`src/rtl/btn_debounce.sv`:
```
// btn_debounce: per-channel two-flop synchronizer, bounce filter and
// single-cycle press/release pulse generator for board push-buttons and
// slide switches.
// Optional feature: define BTN_DEBOUNCE_REPEAT_EN to add a per-channel
// auto-repeat timer that re-pulses btn_press while a button stays held.
module btn_debounce #(
  parameter int N       = 4,
  parameter int DEB_MAX = 65535,
  parameter int REP_DLY = 8000000,
  parameter int REP_PER = 2000000
) (
  input  logic         clk,
  input  logic         rst_n,
  input  logic [N-1:0] btn_in,
  output logic [N-1:0] btn_level,
  output logic [N-1:0] btn_press,
  output logic [N-1:0] btn_release
);

  // Last count value before an accepted level change.
  localparam logic [15:0] CNT_TOP = 16'(DEB_MAX - 1);

  // Reject configurations outside the supported range at elaboration.
  if (DEB_MAX < 2 || DEB_MAX > 65535 || REP_DLY < 1 || REP_PER < 1) begin : g_bad_param
    $error("btn_debounce: illegal parameter value");
  end

  logic [N-1:0] r_s1;
  logic [N-1:0] r_s2;
  logic [15:0]  r_cnt [N];
  logic [N-1:0] r_level;
  logic [N-1:0] r_press;
  logic [N-1:0] r_release;

  logic [15:0]  w_cnt_nxt [N];
  logic [N-1:0] w_level_nxt;
  logic [N-1:0] w_press_nxt;
  logic [N-1:0] w_release_nxt;
  logic [N-1:0] w_rep;

  // Two-flop synchronizer bringing the asynchronous pads into clk.
  always_ff @(posedge clk or negedge rst_n) begin
    if (!rst_n) begin
      r_s1 <= {N{1'b0}};
      r_s2 <= {N{1'b0}};
    end else begin
      r_s1 <= btn_in;
      r_s2 <= r_s1;
    end
  end

  // Stability counter: count mismatch cycles, accept the new level after DEB_MAX of them.
  always_comb begin
    w_cnt_nxt     = r_cnt;
    w_level_nxt   = r_level;
    w_press_nxt   = {N{1'b0}};
    w_release_nxt = {N{1'b0}};
    for (int c = 0; c < N; c++) begin
      if (r_s2[c] == r_level[c]) begin
        w_cnt_nxt[c] = 16'd0;
      end else if (r_cnt[c] == CNT_TOP) begin
        // Saturation point doubles as the accept point, so the counter never wraps.
        w_cnt_nxt[c]     = 16'd0;
        w_level_nxt[c]   = ~r_level[c];
        w_press_nxt[c]   = ~r_level[c];
        w_release_nxt[c] = r_level[c];
      end else begin
        w_cnt_nxt[c] = r_cnt[c] + 16'd1;
      end
    end
  end

`ifdef BTN_DEBOUNCE_REPEAT_EN
  localparam logic [31:0] REP_DLY_M1 = 32'(REP_DLY - 1);
  localparam logic [31:0] REP_PER_M1 = 32'(REP_PER - 1);

  logic [31:0]  r_tmr [N];
  logic [N-1:0] r_first;
  logic [31:0]  w_tmr_nxt [N];
  logic [N-1:0] w_first_nxt;

  // Repeat timer: idle while released or releasing, then first delay, then period.
  always_comb begin
    w_tmr_nxt   = r_tmr;
    w_first_nxt = r_first;
    w_rep       = {N{1'b0}};
    for (int c = 0; c < N; c++) begin
      if (!r_level[c] || !w_level_nxt[c]) begin
        // Covers the press edge (timer starts from 0) and the release edge (no repeat).
        w_tmr_nxt[c]   = 32'd0;
        w_first_nxt[c] = 1'b1;
      end else if (r_tmr[c] == (r_first[c] ? REP_DLY_M1 : REP_PER_M1)) begin
        w_tmr_nxt[c]   = 32'd0;
        w_first_nxt[c] = 1'b0;
        w_rep[c]       = 1'b1;
      end else begin
        w_tmr_nxt[c] = r_tmr[c] + 32'd1;
      end
    end
  end

  // Repeat timer state registers.
  always_ff @(posedge clk or negedge rst_n) begin
    if (!rst_n) begin
      for (int c = 0; c < N; c++) begin
        r_tmr[c] <= 32'd0;
      end
      r_first <= {N{1'b1}};
    end else begin
      r_tmr   <= w_tmr_nxt;
      r_first <= w_first_nxt;
    end
  end
`else
  assign w_rep = {N{1'b0}};
`endif

  // Registered level, counters and one-cycle pulses.
  always_ff @(posedge clk or negedge rst_n) begin
    if (!rst_n) begin
      for (int c = 0; c < N; c++) begin
        r_cnt[c] <= 16'd0;
      end
      r_level   <= {N{1'b0}};
      r_press   <= {N{1'b0}};
      r_release <= {N{1'b0}};
    end else begin
      r_cnt     <= w_cnt_nxt;
      r_level   <= w_level_nxt;
      r_press   <= w_press_nxt | w_rep;
      r_release <= w_release_nxt;
    end
  end

  assign btn_level   = r_level;
  assign btn_press   = r_press;
  assign btn_release = r_release;

endmodule

```
`config.mk`:
```
export PLATFORM = sky130hd
export DESIGN_NAME = btn_debounce
export DESIGN_NICKNAME = d
export VERILOG_FILES = /design/src/rtl/btn_debounce.sv
export SDC_FILE = /design/constraint.sdc
export NUM_CORES = 1
export LEC_CHECK = 0
export BUFFER_PORTS_ARGS = -buffer_cell sky130_fd_sc_hd__buf_2
export CAP_MARGIN = 20
export CORE_MARGIN = 5
export CORE_UTILIZATION = 50
export DETAILED_ROUTE_END_ITERATION = 8
export PLACE_DENSITY = 0.67
export SLEW_MARGIN = 10
export SYNTH_ARGS = -nofsm -noshare
export SYNTH_HDL_FRONTEND = slang
export SYNTH_SLANG_ARGS = --single-unit
```
`constraint.sdc`:
```
create_clock -name clk -period 5.3 [get_ports clk]
set_clock_uncertainty 0.15 [all_clocks]
set_input_delay 0.795 -clock clk [delete_from_list [all_inputs] [get_ports clk]]
set_output_delay 0.795 -clock clk [all_outputs]
set_load 0.03 [all_outputs]
```
==> flow_metrics.py <==
metrics = {
    "power_and_ir_drop": {
        "pwr-share-comb_pct": 3.2,
        "vdd_drop_max_mv": 0.234,
        "swShare_pct": 21.1,
        "total_leakage_power_uw": 0.00183,
        "intPower_uw": 993,
        "sequentialPowerShare_pct": 52.7,
        "pwr-share-clk_pct": 44.1,
        "power_density_nw_per_um2": 297,
        "switchingPower_uw": 266,
    },
    "cts": {
        "clk_latency_ns": 0.35,
        "cts_made_buffers": 9,
        "clkTransAtPathRegs_ns": 0.08,
        "cts_max_level": 3,
        "cts_tree": "built",
        "postCtsSetupBuffers": 0,
        "cts_sinks": 84,
        "cts_hold_buf": 0,
        "clk_root_buffer_cell": "clkbuf_8",
        "cts_resized": 0,
        "max-clock-path-buffers": 2,
    },
    "logic_synthesis": {
        "syn_inst": 354,
        "synth_ff_type": "dfrtp_1",
        "synth_area_per_cell_sq_um": 10.7,
        "synth_edf_count": 0,
        "synth_area_sq_um": 3790,
        "synth_seq_cells": 84,
        "synthesis.nets": 368,
        "ys_warn_count": 0,
        "synth_area_leaders": "dfrtp_1 55%, xnor2_1 11%, nor2_1 7.4%, xor2_1 3.2%, ha_1 2.6%",
        "synth_top_cell_by_area": "dfrtp_1",
        "synth_async_sr_flop_share_pct": 100,
        "synth_top_area_share_pct": 55.4,
        "ys_types": 27,
        "yosysSeqAreaShare_pct": 55.4,
    },
    "worst_hold_path": {
        "hold_path_class": "in2async",
    },
    "routing": {
        "drt-initial-drc-count": 62,
        "routed_via_density": 5.12,
        "dr.pass1.iters": 6,
        "wl_um": 6250,
        "drc_errors": 0,
        "wire_per_inst_um": 13.0,
        "via_count": 2467,
        "drtAntennaViolNets": 0,
    },
    "die": {
        "core_sq_um": 7330,
        "placementRows": 31,
        "die_h_um": 97.1,
        "ios": 18,
        "start_util_pct": 51.7,
        "dieArea_sq_um": 9430,
        "die_w_um": 97.1,
    },
    "setup_path": {
        "r2r_cells": 6,
        "critPathKind": "reg2reg",
        "crit_path_end_kind": "register",
        "worstPathCellList": "inv_1 -> ha_1 -> nand4_1 -> or3_4 -> o21ai_2 -> nor2_1",
        "arrival_ns": 2.09,
        "required_ns": 5.35,
        "critPathTopFamily": "simple AND/OR/NAND/NOR gates",
        "crit_buf_inv": 1,
        "worst_setup_path_start_kind": "register",
        "crit_fanout": 16,
        "cp_num_cells": 6,
        "worst_path_largest_cell_delay_ns": 0.51,
        "crit_slowest_cell": "o21ai_2",
    },
    "sta": {
        "layout_setup_ws_ns": 3.26,
        "finalCritPeriodShare_pct": 38.5,
        "fin_crit_ns": 2.04,
        "drv_slew": 0,
        "setup-violations-final": 0,
        "tightest_slew_ns": 0.630,
        "holdWs_ns": 0.176,
        "final.setup.tns_ns": 0,
        "hold_viol": 0,
        "max_freq_ghz": 0.491,
        "grt_setup_unrepaired": "no",
        "relSlewSlack_pct": 58.0,
    },
    "global_route": {
        "gr-total-overflow": 0,
        "grt_pass1_vias": 2504,
        "antenna_found_initial": 1,
        "grt_pass1_wl_um": 11300,
        "grt_start_max_net_pins": 85,
        "grt_usage_pct": 14.5,
    },
    "layout": {
        "antenna_cells": 0,
        "drive_gt1_share_pct": 11.7,
        "nets": 392,
        "syn2layout_area_growth_pct": 11.9,
    },
    "placement": {
        "post-place-ws_ns": 3.24,
        "gp_congestion": 0.786,
        "io_buffers": 17,
        "dp_hpwl_um": 4100,
    },
    "run_status": {
        "status": "complete, no violations",
    },
    "run": {
        "max_cap_viol_count": 0,
    },
}
## final timing paths
check,startpoint,endpoint,slack (ns)
hold reg to reg,r_s1[3]$_DFF_PN0_,r_s2[3]$_DFF_PN0_,0.20
setup reg to reg,r_cnt[32]$_DFF_PN0_,r_cnt[45]$_DFF_PN0_,3.26
hold / removal,rst_n,r_cnt[9]$_DFF_PN0_,0.18
setup / recovery,r_cnt[32]$_DFF_PN0_,r_cnt[45]$_DFF_PN0_,3.26
max in group asynchronous,rst_n,r_cnt[16]$_DFF_PN0_,4.23
min in group clk,r_s1[3]$_DFF_PN0_,r_s2[3]$_DFF_PN0_,0.20
## power groups by stage
stage	logic (uW)	registers (uW)	clock network, uW
floorplan	22.9	673	0
global placement	38.9	675	0
detailed placement	39.5	676	0
CTS	39.8	663	570
global route	48.0	666	601
finish	40.6	663	555
## layer usage
layer  vias up  share of wire [%]  wire [um]  track usage, %
met3         7                4.4        276            5.10
li1       1244                  -          -               -
met4         2                1.2         75            4.54
met2        32                 46       2880            23.1
met5         -               0.21         13               0
met1      1182                 48       3000            18.5
## cells by family (layout without fill, tap and decap cells)
family / after synthesis / count (layout) / synth area share, %
buffers and inverters: 17 / 46 / 2.18
xor gates and xnor gates: 60 / 60 / 13.9
AOI/OAI and AO/OA: 2 / 2 / 0.495
muxes: 4 / 4 / 1.29
adders and majority gates: 8 / 8 / 2.64
DFF: 84 / 84 / 55.4
and+or+nand+nor: 179 / 179 / 24.1
## state kept, by name (all words and copies together) (netlist names)
| register | count |
|---|---|
| btn_press | 4 |
| r_s1 | 4 |
| r_cnt | 64 |
| btn_release | 4 |
| btn_level | 4 |
| r_s2 | 4 |
## placed cells by master, fill, tap and decap left out, drive strengths merged
cell type / netlist / final
mux2: 4 / 4
ha: 8 / 8
xor2: 14 / 14
xnor2: 46 / 46
nand2: 18 / 18
o21ai: 1 / 1
and4: 2 / 2
nor3b: 8 / 8
buf: 4 / 18
or3: 1 / 1
a41o: 1 / 1
nand3: 20 / 20
nand4: 20 / 20
clkbuf: 1 / 11
bufinv: 0 / 3
dfrtp: 84 / 84
inv: 12 / 13
nor4: 13 / 13
clkinv: 0 / 1
or2: 1 / 1
nor2: 75 / 75
nor3: 15 / 15
or4: 2 / 2
and3: 4 / 4
## cells in the mapped netlist, types with 3 or more instances
library cell and n:
dfrtp_1 84, nor3_1 15, ha_1 8, nor2_1 75, buf_4 3, inv_1 12, nand4_2 3, nand4_1 16
xor2_1 14, nor3b_1 8, nand2_1 16, nand3_1 20, and3_1 4, mux2_1 3, nor4_1 13, xnor2_1 46
## layout make-up
type	instances	area, sq um
clock buffer	11	141
clock inverter	5	108
tap	99	124
sequential	84	2100
timing repair buffer	18	115
multi-input combinational	253	1610
inverter	12	45.0
fill	634	3090
## stage by stage
stage                     utilization (%)  power, uW  instances  area, sq um
final                                57.9       1260        482         4240
after floorplan                         -        696        354         3790
after global placement               54.1        714        465         3970
after CTS                            57.5       1270        481         4220
after detailed placement             54.1        716        465         3970
after global routing                 57.9       1310        482         4240
Power figures use the tool's default switching activity.
